**src/rtl/fifo_sched_wrr.sv**
```systemverilog
// Weighted round-robin drain of CHN_NUM registered-output FIFOs onto one valid/ready stream.
// state | meaning:  IDLE wait/grant | READ pulse rd_en | LOAD capture rd data | SEND hold word until accepted
module fifo_sched_wrr #(
    parameter int CHN_NUM    = 4,
    parameter int DATA_WIDTH = 32,
    parameter int WGHT_WIDTH = 4,
    parameter int CHN_WIDTH  = $clog2(CHN_NUM)
) (
    input  logic                             i_clk,
    input  logic                             i_rst_n,
    input  logic [CHN_NUM-1:0]               i_fifo_empty,
    output logic [CHN_NUM-1:0]               o_fifo_rd_en,
    input  logic [CHN_NUM*DATA_WIDTH-1:0]    i_fifo_rd_data,
    input  logic [CHN_NUM*WGHT_WIDTH-1:0]    i_wght,
    output logic                             o_valid,
    output logic [DATA_WIDTH-1:0]            o_data,
    output logic [CHN_WIDTH-1:0]             o_chn,
    input  logic                             i_ready,
    output logic                             o_busy
);

    typedef enum logic [1:0] {
        IDLE = 2'd0,
        READ = 2'd1,
        LOAD = 2'd2,
        SEND = 2'd3
    } state_t;

    state_t                 state_q, state_d;
    logic [CHN_WIDTH-1:0]   ptr_q, ptr_d;
    logic [CHN_WIDTH-1:0]   chn_q, chn_d;
    logic [WGHT_WIDTH-1:0]  quota_q, quota_d;
    logic [DATA_WIDTH-1:0]  data_q, data_d;

    logic [CHN_NUM-1:0]     elig;
    logic                   grant_vld;
    logic [CHN_WIDTH-1:0]   grant_chn;
    logic [WGHT_WIDTH-1:0]  grant_wght;
    logic [WGHT_WIDTH-1:0]  quota_dec;
    logic [CHN_NUM-1:0]     rd_en;
    logic                   valid;

    always_comb begin
        elig = '0;
        for (int k = 0; k < CHN_NUM; k++) begin
            elig[k] = !i_fifo_empty[k] && (i_wght[k*WGHT_WIDTH +: WGHT_WIDTH] != '0);
        end
    end

    // First eligible channel at or above the pointer, wrapping modulo CHN_NUM.
    always_comb begin
        grant_vld = 1'b0;
        grant_chn = '0;
        for (int i = 0; i < CHN_NUM; i++) begin
            if (!grant_vld && elig[(int'(ptr_q) + i) % CHN_NUM]) begin
                grant_vld = 1'b1;
                grant_chn = CHN_WIDTH'((int'(ptr_q) + i) % CHN_NUM);
            end
        end
    end

    assign grant_wght = i_wght[grant_chn*WGHT_WIDTH +: WGHT_WIDTH];
    assign quota_dec  = quota_q - WGHT_WIDTH'(1);

    always_comb begin
        state_d = state_q;
        ptr_d   = ptr_q;
        chn_d   = chn_q;
        quota_d = quota_q;
        data_d  = data_q;
        rd_en   = '0;
        valid   = 1'b0;
        case (state_q)
            IDLE: begin
                if (grant_vld) begin
                    chn_d   = grant_chn;
                    quota_d = grant_wght;
                    state_d = READ;
                end
            end
            READ: begin
                rd_en   = CHN_NUM'(1) << chn_q;
                state_d = LOAD;
            end
            LOAD: begin
                data_d  = i_fifo_rd_data[chn_q*DATA_WIDTH +: DATA_WIDTH];
                state_d = SEND;
            end
            SEND: begin
                valid = 1'b1;
                if (i_ready) begin
                    quota_d = quota_dec;
                    if (quota_dec != '0 && !i_fifo_empty[chn_q]) begin
                        state_d = READ;
                    end else begin
                        ptr_d   = (chn_q == CHN_WIDTH'(CHN_NUM - 1)) ? '0 : chn_q + CHN_WIDTH'(1);
                        state_d = IDLE;
                    end
                end
            end
            default: state_d = IDLE;
        endcase
    end

    always_ff @(posedge i_clk or negedge i_rst_n) begin
        if (!i_rst_n) begin
            state_q <= IDLE;
            ptr_q   <= '0;
            chn_q   <= '0;
            quota_q <= '0;
            data_q  <= '0;
        end else begin
            state_q <= state_d;
            ptr_q   <= ptr_d;
            chn_q   <= chn_d;
            quota_q <= quota_d;
            data_q  <= data_d;
        end
    end

    assign o_fifo_rd_en = rd_en;
    assign o_valid      = valid;
    assign o_data       = data_q;
    assign o_chn        = chn_q;
    assign o_busy       = (state_q != IDLE);

endmodule

```
**config.mk**
```make
export PLATFORM = sky130hd
export DESIGN_NAME = fifo_sched_wrr
export DESIGN_NICKNAME = d
export VERILOG_FILES = /design/src/rtl/fifo_sched_wrr.sv
export SDC_FILE = /design/constraint.sdc
export NUM_CORES = 1
export LEC_CHECK = 0
export CAP_MARGIN = 20
export CORE_MARGIN = 8
export CORE_UTILIZATION = 37
export DETAILED_ROUTE_END_ITERATION = 10
export PLACE_DENSITY = 0.91
export SYNTH_ARGS = -nofsm -noshare
export SYNTH_HDL_FRONTEND = slang
export SYNTH_SLANG_ARGS = --single-unit
```
**constraint.sdc**
```tcl
create_clock -name i_clk -period 2.2 [get_ports i_clk]
set_input_delay 0.44 -clock i_clk [delete_from_list [all_inputs] [get_ports i_clk]]
set_output_delay 0.44 -clock i_clk [all_outputs]
set_load 0.01 [all_outputs]
```
==> Word-level counts from Yosys, hierarchy flattened <==
Index checks and enable logic that the tools add are counted.
{ "classes": {"add_sub_neg": 5, "magnitude_cmp": 5, "eq_ne": 6, "shift": 3, "n_mux": 31, "bitwise": 4, "reduce_logical": 31} }
{ "ops": {"columns": ["op", "count"], "rows": [
  ["$shiftx 128x8->32", 1],
  ["$reduce_bool 4->1", 5],
  ["$shiftx 16x5->4", 1],
  ["$mux 1", 14],
  ["$mux 2", 7],
  ["$lt 3x4->1 const B", 3],
  ["$mux 4", 3],
  ["$bmux 1 s2", 5],
  ["$logic_and 1x1->1", 8],
  ["$logic_not 1->1", 8],
  ["$pmux 2 s4", 1],
  ["$pmux 4 s2", 1],
  ["$eq 2x2->1 const B", 3],
  ["$lt 2x3->1 const B", 2],
  ["$reduce_and 3->1", 2],
  ["$reduce_or 2->1", 3],
  ["$add 2x1->2 const B", 2],
  ["$add 2x2->2 const B", 2],
  ["$ne 2x2->1 const B", 2],
  ["$reduce_and 2->1", 2],
  ["$reduce_bool 2->1", 2],
  ["$shl 1x2->4 const A", 1],
  ["$sub 4x1->4 const B", 1],
  ["$and 1x1->1 const A", 3],
  ["3 further kinds", 3]
]} }
{ "totals": {"register_bits": 42, "in_bits": 151} }

==> Depth between registers and ports, before layout <==
Gate-level depths: netlist of run 1.
{ "logic_depth": {"depth_word": 17, "ltp_mapped": 8, "depth_no_buf": 8} }

==> Least setup slack after synthesis of run 1 <==
No wires, ideal clock.
{ "synth_timing": {"kind": "in2reg", "from": "in i_wght[9]", "to": "reg quota_q[0]", "setup_time_ns": 0.126, "arrival_time_ns": 1.917, "required_ns": 2.074, "setup_slack_ns": 0.157, "cell_stages": 8, "path_buffers": 1, "path_cell_list": "nor4_2 > nor3_1 > o32ai_2 > o211a_1 > buf_6 > mux2i_1 > mux2i_1 > a221o_1"} }
{ "synth_via": {"elab_chain_len": 17} }
{ "synth_rtl": {"columns": ["item", "line", "source"], "rows": [
  ["start, declared", "14", "input logic [CHN_NUM*WGHT_WIDTH-1:0] i_wght,"],
  ["$reduce_bool 4->1 *", "46", "elig[k] = !i_fifo_empty[k] && (i_wght[k*WGHT_WIDTH +: WGHT_WIDTH] != '0);"],
  ["$logic_and 1x1->1 *", "46", null],
  ["$bmux 1 s2", "55", "if (!grant_vld && elig[(int'(ptr_q) + i) % CHN_NUM]) begin"],
  ["$mux 1 (not written as such)", "55", null],
  ["$mux 1", "55", null],
  ["$logic_not 1->1", "55", null],
  ["$logic_and 1x1->1", "55", null],
  ["$mux 1", "55", null],
  ["$logic_not 1->1", "55", null],
  ["$logic_and 1x1->1", "55", null],
  ["$mux 1", "55", null],
  ["$logic_not 1->1", "55", null],
  ["$logic_and 1x1->1", "55", null],
  ["$mux 2", "55", null],
  ["$shiftx 16x5->4", "62", "assign grant_wght = i_wght[grant_chn*WGHT_WIDTH +: WGHT_WIDTH];"],
  ["$mux 4", "75", "if (grant_vld) begin"],
  ["$pmux 4 s2", "73", "case (state_q)"],
  ["end signal, assigned", "116", "quota_q <= quota_d;"],
  ["end, declared", "32", "logic [WGHT_WIDTH-1:0] quota_q, quota_d;"]
]} }
Mark *: on every way between the ends. The rest lies on a longest branch, timed or not. The select of a mux whose other input is x is not followed.
A chain may end at the register's enable or synchronous reset.

==> Final worst setup path of run 1 <==
{ "layout_timing": {"from": "in i_wght[13]", "to": "reg quota_q[2]"} }
Same word-level chain as after synthesis.

==> results.md, run 1 <==
* Multi-input logic area at 1829 sq um
* Site Rows at 32
* Synth top area cells: dfrtp_1 36%, mux4_2 25%, mux2_2 14%
* Mapped Avg Cell Area at 13.92 sq um
* Worst setup path startpoint: i_wght[13]
* GRT Util Overall at a little under a fifth
* Worst-path clk slew at 0.09 ns
* Fin. max-slew vios at 0
* Total Wirelength at 11.03 mm
* Yosys top cell area share at around 36%
* Max rail drop VDD at 0.6338 mV
* Internal reg-to-reg setup slack at 0.29 ns
* RD Place Congestion at 0.8711
* Vias per cell at slightly above 5
* Utilization after layout at 69.12%
* Gate Count Post-Synth at 211
* Total number of vias at 2738
* Period utilization at 98.71%
* Final #Nets at 590
* IO Pins at 191
* Clock network power share at 12.1%
* Most frequent cell after synthesis: dfrtp_1
* Critical path launch point type: primary input
* Comb pwr share at 63.7%
* Fmax at ~0.46 GHz
* Initial drt markers at 47
* Ys flop type: dfrtp_1
* Post-synth top cells: 42 x dfrtp_1, 36 x mux2_2, 33 x mux4_2, 11 x ha_1
* Syn Std Cell Area at 2938 sq um
* # fillers at 560
* DR top layer: met4
* Syn_nets at 373
* Port Buffers at 190
* Gr ovfl total at 0
* CORE AREA at 7727 sq um
* Switching power at 2.074 mW
* Warnings, synthesis at 0
* Antenna Cells at 0
* Share of cells above drive strength 1 at between 20% and 30%
* EDFF count, synth at 0
* Reg2reg path depth at 9
* Max incr delay on CP at 0.46 ns
* Die width at between 100 and 150 um
* WL met1 at between 4 and 5 mm
* CP Data Required Time at 2.37 ns
* Reg2Reg Launch Point: state_q[0]
* Area taken by flip-flops and latches at 1052 sq um
* Clock latency on the worst-skew pair at 0.29 ns
* CP cell instances: clkdlybuf4s50_1 -> nor4_2 -> buf_4 -> o22ai_1 -> o32a_4 -> o21ai_4 -> buf_6 -> a21oi_1 -> o22ai_1 -> a21oi_1
* Seq cells post-synth at 42
* Worst Path Max Fanout at 6
* Critical path endpoint category: flip-flop
* Max_cap viols at 0
* P_leak at around 2.2 nW
* DR WL met3 at 692 um
* Fin Hold WS at ~0.25 ns
* Crit path to: quota_q[2]
* Slew margin rel. at a little over two fifths
* Flop pwr share at between 20% and 30%
* Fin. Hold Viols at 0
* Slew @ Worst Pin at between 0.8 and 0.9 ns
* Switching part of the total at 34.49%
* Fin Clk Skew at 0.009484 ns
* TritonCTS buffer count at 5
* Register area share after synthesis at 35.78%
* Slowest-stage cell, CP: clkdlybuf4s50_1
* First-pass GRT wire length at 16.82 mm
* R2R Path End: quota_q[2]
* Initial core utilization at 38.02%
* Detailed placer's ending HPWL at 9.180 mm
* Die Span Y at ~110 um
* Synth async-reset ratio at 100.0%
* Clock sink count at 42
* Worst Hold Class: in -> async
* RSZ-0062 raised after global routing: true
* Yosys cell types at 35
* Status: finished clean
* CTS max path bufs at 2
* Die area at 11050 sq um
* Final setup violation count at 0
* PwrDens at 1126 nW/um^2
* Post-DRT Antenna Nets at 0
* Initial antenna violation count at 0
* Root buffer cell: clkbuf_8
* Critical Path AT at 2.34 ns
* Area growth from synthesis to layout at 81.81%
* CTS tree: done
* First drt pass iteration count at 4
* DRC viols at 0
* Largest net degree at the start of global routing at 39
* Setup tns final at 0 ns
* Int Pwr at 3.938 mW
* WL met2 at 5.900 mm
* Fin crit period at 2.172 ns
* Average wire per cell in the routed design at between 20 and 25 um
* Vias in the first global route at 3038
* Crit path kind: in -> reg
* Leading area contributor after synthesis: dfrtp_1
* H-tree levels at 2
## cells by family (layout without fill, tap and decap cells)
| group | after synthesis | after routing | share of synthesized area [%] |
|---|---|---|---|
| AOI/OAI and AO/OA | 25 | 25 | 6.559 |
| and+or+nand+nor | 28 | 28 | 5.835 |
| xor gates and xnor gates | 2 | 2 | 0.5964 |
| adders and majority gates | 11 | 11 | 4.685 |
| buffers and inverters | 22 | 240 | 3.237 |
| DFF | 42 | 42 | 35.78 |
| muxes | 81 | 81 | 43.31 |
## metal layers
| metal | up-vias | track usage (%) |
|---|---|---|
| met5 | - | 0 |
| met4 | 0 | 4.995 |
| met3 | 14 | 4.975 |
| met2 | 113 | 35.70 |
| met1 | 1351 | 20.96 |
| li1 | 1260 | - |
## area by class of cell
class                           count  share of cell area (%)
Clock buffer                        5                   1.288
Multi-Input combinational cell    147                   34.25
Clock inverter                      3                   1.288
Timing Repair Buffer              223                   40.45
Tap cell                          102                   2.389
Inverter                            9                  0.6325
Sequential cell                    42                   19.70
## critical path, delay by kind of cell
kind / cells / cell delay, ns
AO/OA/AOI/OAI: 6 / 0.88
buffers and inverters: 3 / 0.79
AND/OR/NAND/NOR: 1 / 0.23
## worst min path at each step
stage          slack (ns)  cells after the start  startpoint    endpoint
4_1_cts              0.28                      1     i_rst_n  o_data[28]
5_1_grt              0.31                      1     i_rst_n   o_data[0]
3_3_place_gp         0.49                      1   o_data[9]   o_data[9]
3_5_place_dp         0.50                      1   o_data[0]   o_data[0]
2_1_floorplan        0.14                      0     i_rst_n    o_chn[0]
6_report             0.25                      1     i_rst_n   o_data[0]
## cell usage in the layout (no fill, tap or decap), types with 5 or more instances in the layout
cell type / count
inv_1: 8
dlygate4sd2_1: 8
nor3_1: 5
dfrtp_1: 41
ha_1: 8
dlymetal6s2s_1: 6
mux2_2: 35
clkdlybuf4s50_1: 175
a21oi_1: 6
clkbuf_8: 5
buf_4: 30
mux2i_1: 9
mux4_2: 33
## through the flow
stage	total power [mW]	area [sq um]	setup slack (ns)	std cells
2_1_floorplan	3.590	2938	0.1566	211
3_3_place_gp	5.055	5097	-0.3729	516
3_5_place_dp	5.194	5097	-0.5298	516
4_1_cts	5.980	5273	0.004766	528
5_1_grt	6.401	5341	-0.004748	531
6_report	6.012	5341	0.02839	531
## state kept, by name, summed over array words and instances, names as in the netlist
name	flops
o_chn	2
state_q	2
ptr_q	2
o_data	32
quota_q	4
## what timing repair did
action,CTS,global route
gates resized for setup,12,15
hold buffers,0,0
hold endpoints to repair,0,0
setup endpoints to repair,7,10
setup buffers,4,3
pin swaps,7,6
## power groups by stage
stage	sequential (mW)	combinational [mW]	clock, mW
floorplan	1.57	2.02	0
global placement	1.44	3.62	0
detailed placement	1.47	3.73	0
CTS	1.45	3.78	0.745
global route	1.51	4.11	0.783
finish	1.46	3.83	0.727
Power figures use the tool's default switching activity.
==> run 2: changes to the inputs <==
Settings changed: TNS_END_PERCENT from default to 30.
==> results.md, run 2 (synthesis gave the netlist of run 1 again) <==
* Worst-path clk slew at 0.09 ns (about the same)
* Worst Hold Class: in -> async (unchanged)
* Max rail drop VDD at 0.6329 mV (was 0.6338 mV)
* Most common cell after layout, fill and taps aside: clkdlybuf4s50_1 (unchanged)
* Utilization after layout at 68.78% (was 69.12%)
* P_leak at 2.175 nW (was 2.182 nW)
* Total Wirelength at 11.01 mm (was 11.03 mm)
* Worst Path Max Fanout at 5 (was 6)
* Slew @ Worst Pin at 0.8534 ns (was 0.8483 ns)
* Switching power at 2.061 mW (was 2.074 mW)
* Internal reg-to-reg setup slack at 0.26 ns (was 0.29 ns)
* Largest net degree at the start of global routing at 39 (unchanged)
* IO Pins at 191 (unchanged)
* RSZ-0062 raised after global routing: true (unchanged)
* Setup tns final at 0 ns (unchanged)
* Critical path endpoint category: flip-flop (unchanged)
* Comb pwr share at 63.4% (was 63.7%)
* PwrDens at 1122 nW/um^2 (was 1126 nW/um^2)
* Multi-input logic area at 1822 sq um (was 1829 sq um)
* Die width at 105.1 um (unchanged)
* Fin. max-slew vios at 0 (unchanged)
* Final #Nets at 588 (was 590)
* Clock sink count at 42 (unchanged)
* Vias in the first global route at 3038 (unchanged)
* # fillers at 566 (was 560)
* Crit path kind: in -> reg (unchanged)
* Critical path launch point type: primary input (unchanged)
* Flop pwr share at 24.4% (was 24.2%)
* Port Buffers at 190 (unchanged)
* Total chip power at 5.965 mW (was 6.012 mW)
* CTS max path bufs at 2 (unchanged)
* Fin Clk Skew at 0.009543 ns (was 0.009484 ns)
* Final setup violation count at 0 (unchanged)
* TritonCTS buffer count at 5 (unchanged)
* Root buffer cell: clkbuf_8 (unchanged)
* CP Data Required Time at 2.41 ns (was 2.37 ns)
* Status: finished clean (unchanged)
* Site Rows at 32 (unchanged)
* Fin crit period at 2.179 ns (was 2.172 ns)
* CORE AREA at 7727 sq um (unchanged)
* CTS Hold Bufs at 0 (unchanged)
* Antenna Cells at 0 (unchanged)
* Worst setup path startpoint: i_wght[13] (unchanged)
* Initial antenna violation count at 0 (unchanged)
* Total number of vias at 2736 (was 2738)
* R2R Path End: quota_q[2] (unchanged)
* Critical Path AT at 2.39 ns (was 2.34 ns)
* CTS tree: done (unchanged)
* Vias per cell at 5.172 (was 5.156)
* Area taken by flip-flops and latches at 1052 sq um (unchanged)
* Max_cap viols at 0 (unchanged)
* Initial drt markers at 55 (was 47)
* Initial core utilization at 38.02% (unchanged)
* First drt pass iteration count at 4 (unchanged)
* Share of cells above drive strength 1 at 29.27% (was 29.84%)
* Post-DRT Antenna Nets at 0 (unchanged)
* First-pass GRT wire length at 16.82 mm (unchanged)
* Gr ovfl total at 0 (unchanged)
* Commonest cells after routing, fill and taps aside: 175 x clkdlybuf4s50_1, 41 x dfrtp_1, 35 x mux2_2 (unchanged)
* Detailed placer's ending HPWL at 9.180 mm (unchanged)
* Reg2reg path depth at 9 (unchanged)
* Fin. Hold Viols at 0 (unchanged)
* Slew margin rel. at 43.11% (was 43.45%)
* Die Span Y at 105.1 um (unchanged)
* Die area at 11050 sq um (unchanged)
* Fmax at 0.4589 GHz (was 0.4605 GHz)
* Switching part of the total at 34.55% (was 34.49%)
* H-tree levels at 2 (unchanged)
* GRT Util Overall at 19.17% (unchanged)
* Average wire per cell in the routed design at 20.81 um (was 20.76 um)
* Period utilization at 99.05% (was 98.71%)
* Area growth from synthesis to layout at 80.92% (was 81.81%)
* Clock network power share at 12.2% (was 12.1%)
* Reg2Reg Launch Point: state_q[0] (unchanged)
* Max reg flops at 32 (unchanged)
* Clock latency on the worst-skew pair at 0.29 ns (about the same)
* Int Pwr at 3.904 mW (was 3.938 mW)
* DRC viols at 0 (unchanged)
* RD Place Congestion at 0.8711 (unchanged)
[run 2: cell types whose count changed in the layout (fill, tap and decap cells not counted)]
cell	previous run	this run
o211a_4	1	0
buf_6	3	2
o211a_1	0	1
buf_4	30	29
[run 2: worst max-delay path, cell delays in order]
cell	delay [ns]
clkdlybuf4s50_1	0.52
nor4_2	0.06
buf_4	0.14
o32ai_2	0.26
o211a_1	0.30
buf_4	0.18
mux2i_1	0.08
mux2_4	0.27
a21oi_1	0.14
[run 2: timing repair]
action / 4_1_cts / 5_1_grt
gates resized for setup: 12 / 13
setup buffers: 4 / 1
endpoints found under the setup margin: 7 / 10
pin swaps: 7 / 4
[run 2: worst max path at each step]
stage	endpoint	slack [ns]	cells past startpoint
3_3_place_gp	quota_q[0]	-0.37	8
6_report	quota_q[2]	0.02	9
4_1_cts	o_fifo_rd_en[2]	0.005	4
3_5_place_dp	quota_q[0]	-0.53	8
5_1_grt	quota_q[0]	-0.04	8
2_1_floorplan	quota_q[0]	0.16	8
[run 2: cell type report]
type | count | area share [%]
Timing Repair Buffer | 221 | 40.30
Multi-Input combinational cell | 147 | 34.27
Sequential cell | 42 | 19.80
Tap cell | 102 | 2.401
Clock buffer | 5 | 1.295
Clock inverter | 3 | 1.295
Inverter | 9 | 0.6356
[run 2: power by group through the flow]
stage	clock, mW	combinational (mW)	sequential, mW
2_1_floorplan	0	2.02	1.57
3_3_place_gp	0	3.62	1.44
3_5_place_dp	0	3.73	1.47
4_1_cts	0.745	3.78	1.45
5_1_grt	0.783	4.06	1.51
6_report	0.727	3.78	1.46
[run 2: stage by stage]
step	setup WS (ns)	hold WS, ns	area [sq um]	std cells
5_1_grt	-0.04458	0.3150	5315	529
4_1_cts	0.004766	0.2782	5273	528
3_5_place_dp	-0.5298	0.4951	5097	516
6_report	0.02098	0.2544	5315	529
3_3_place_gp	-0.3729	0.4879	5097	516
2_1_floorplan	0.1566	0.1444	2938	211
[run 2: per-layer routing]
metal  wire length [um]  vias to the layer above  GRT usage, %
met3                707                       14         4.975
met5                  0                        -             0
met2               5877                      115         35.70
met1               4230                     1351         20.96
met4                192                        0         4.995
li1                   -                     1256             -
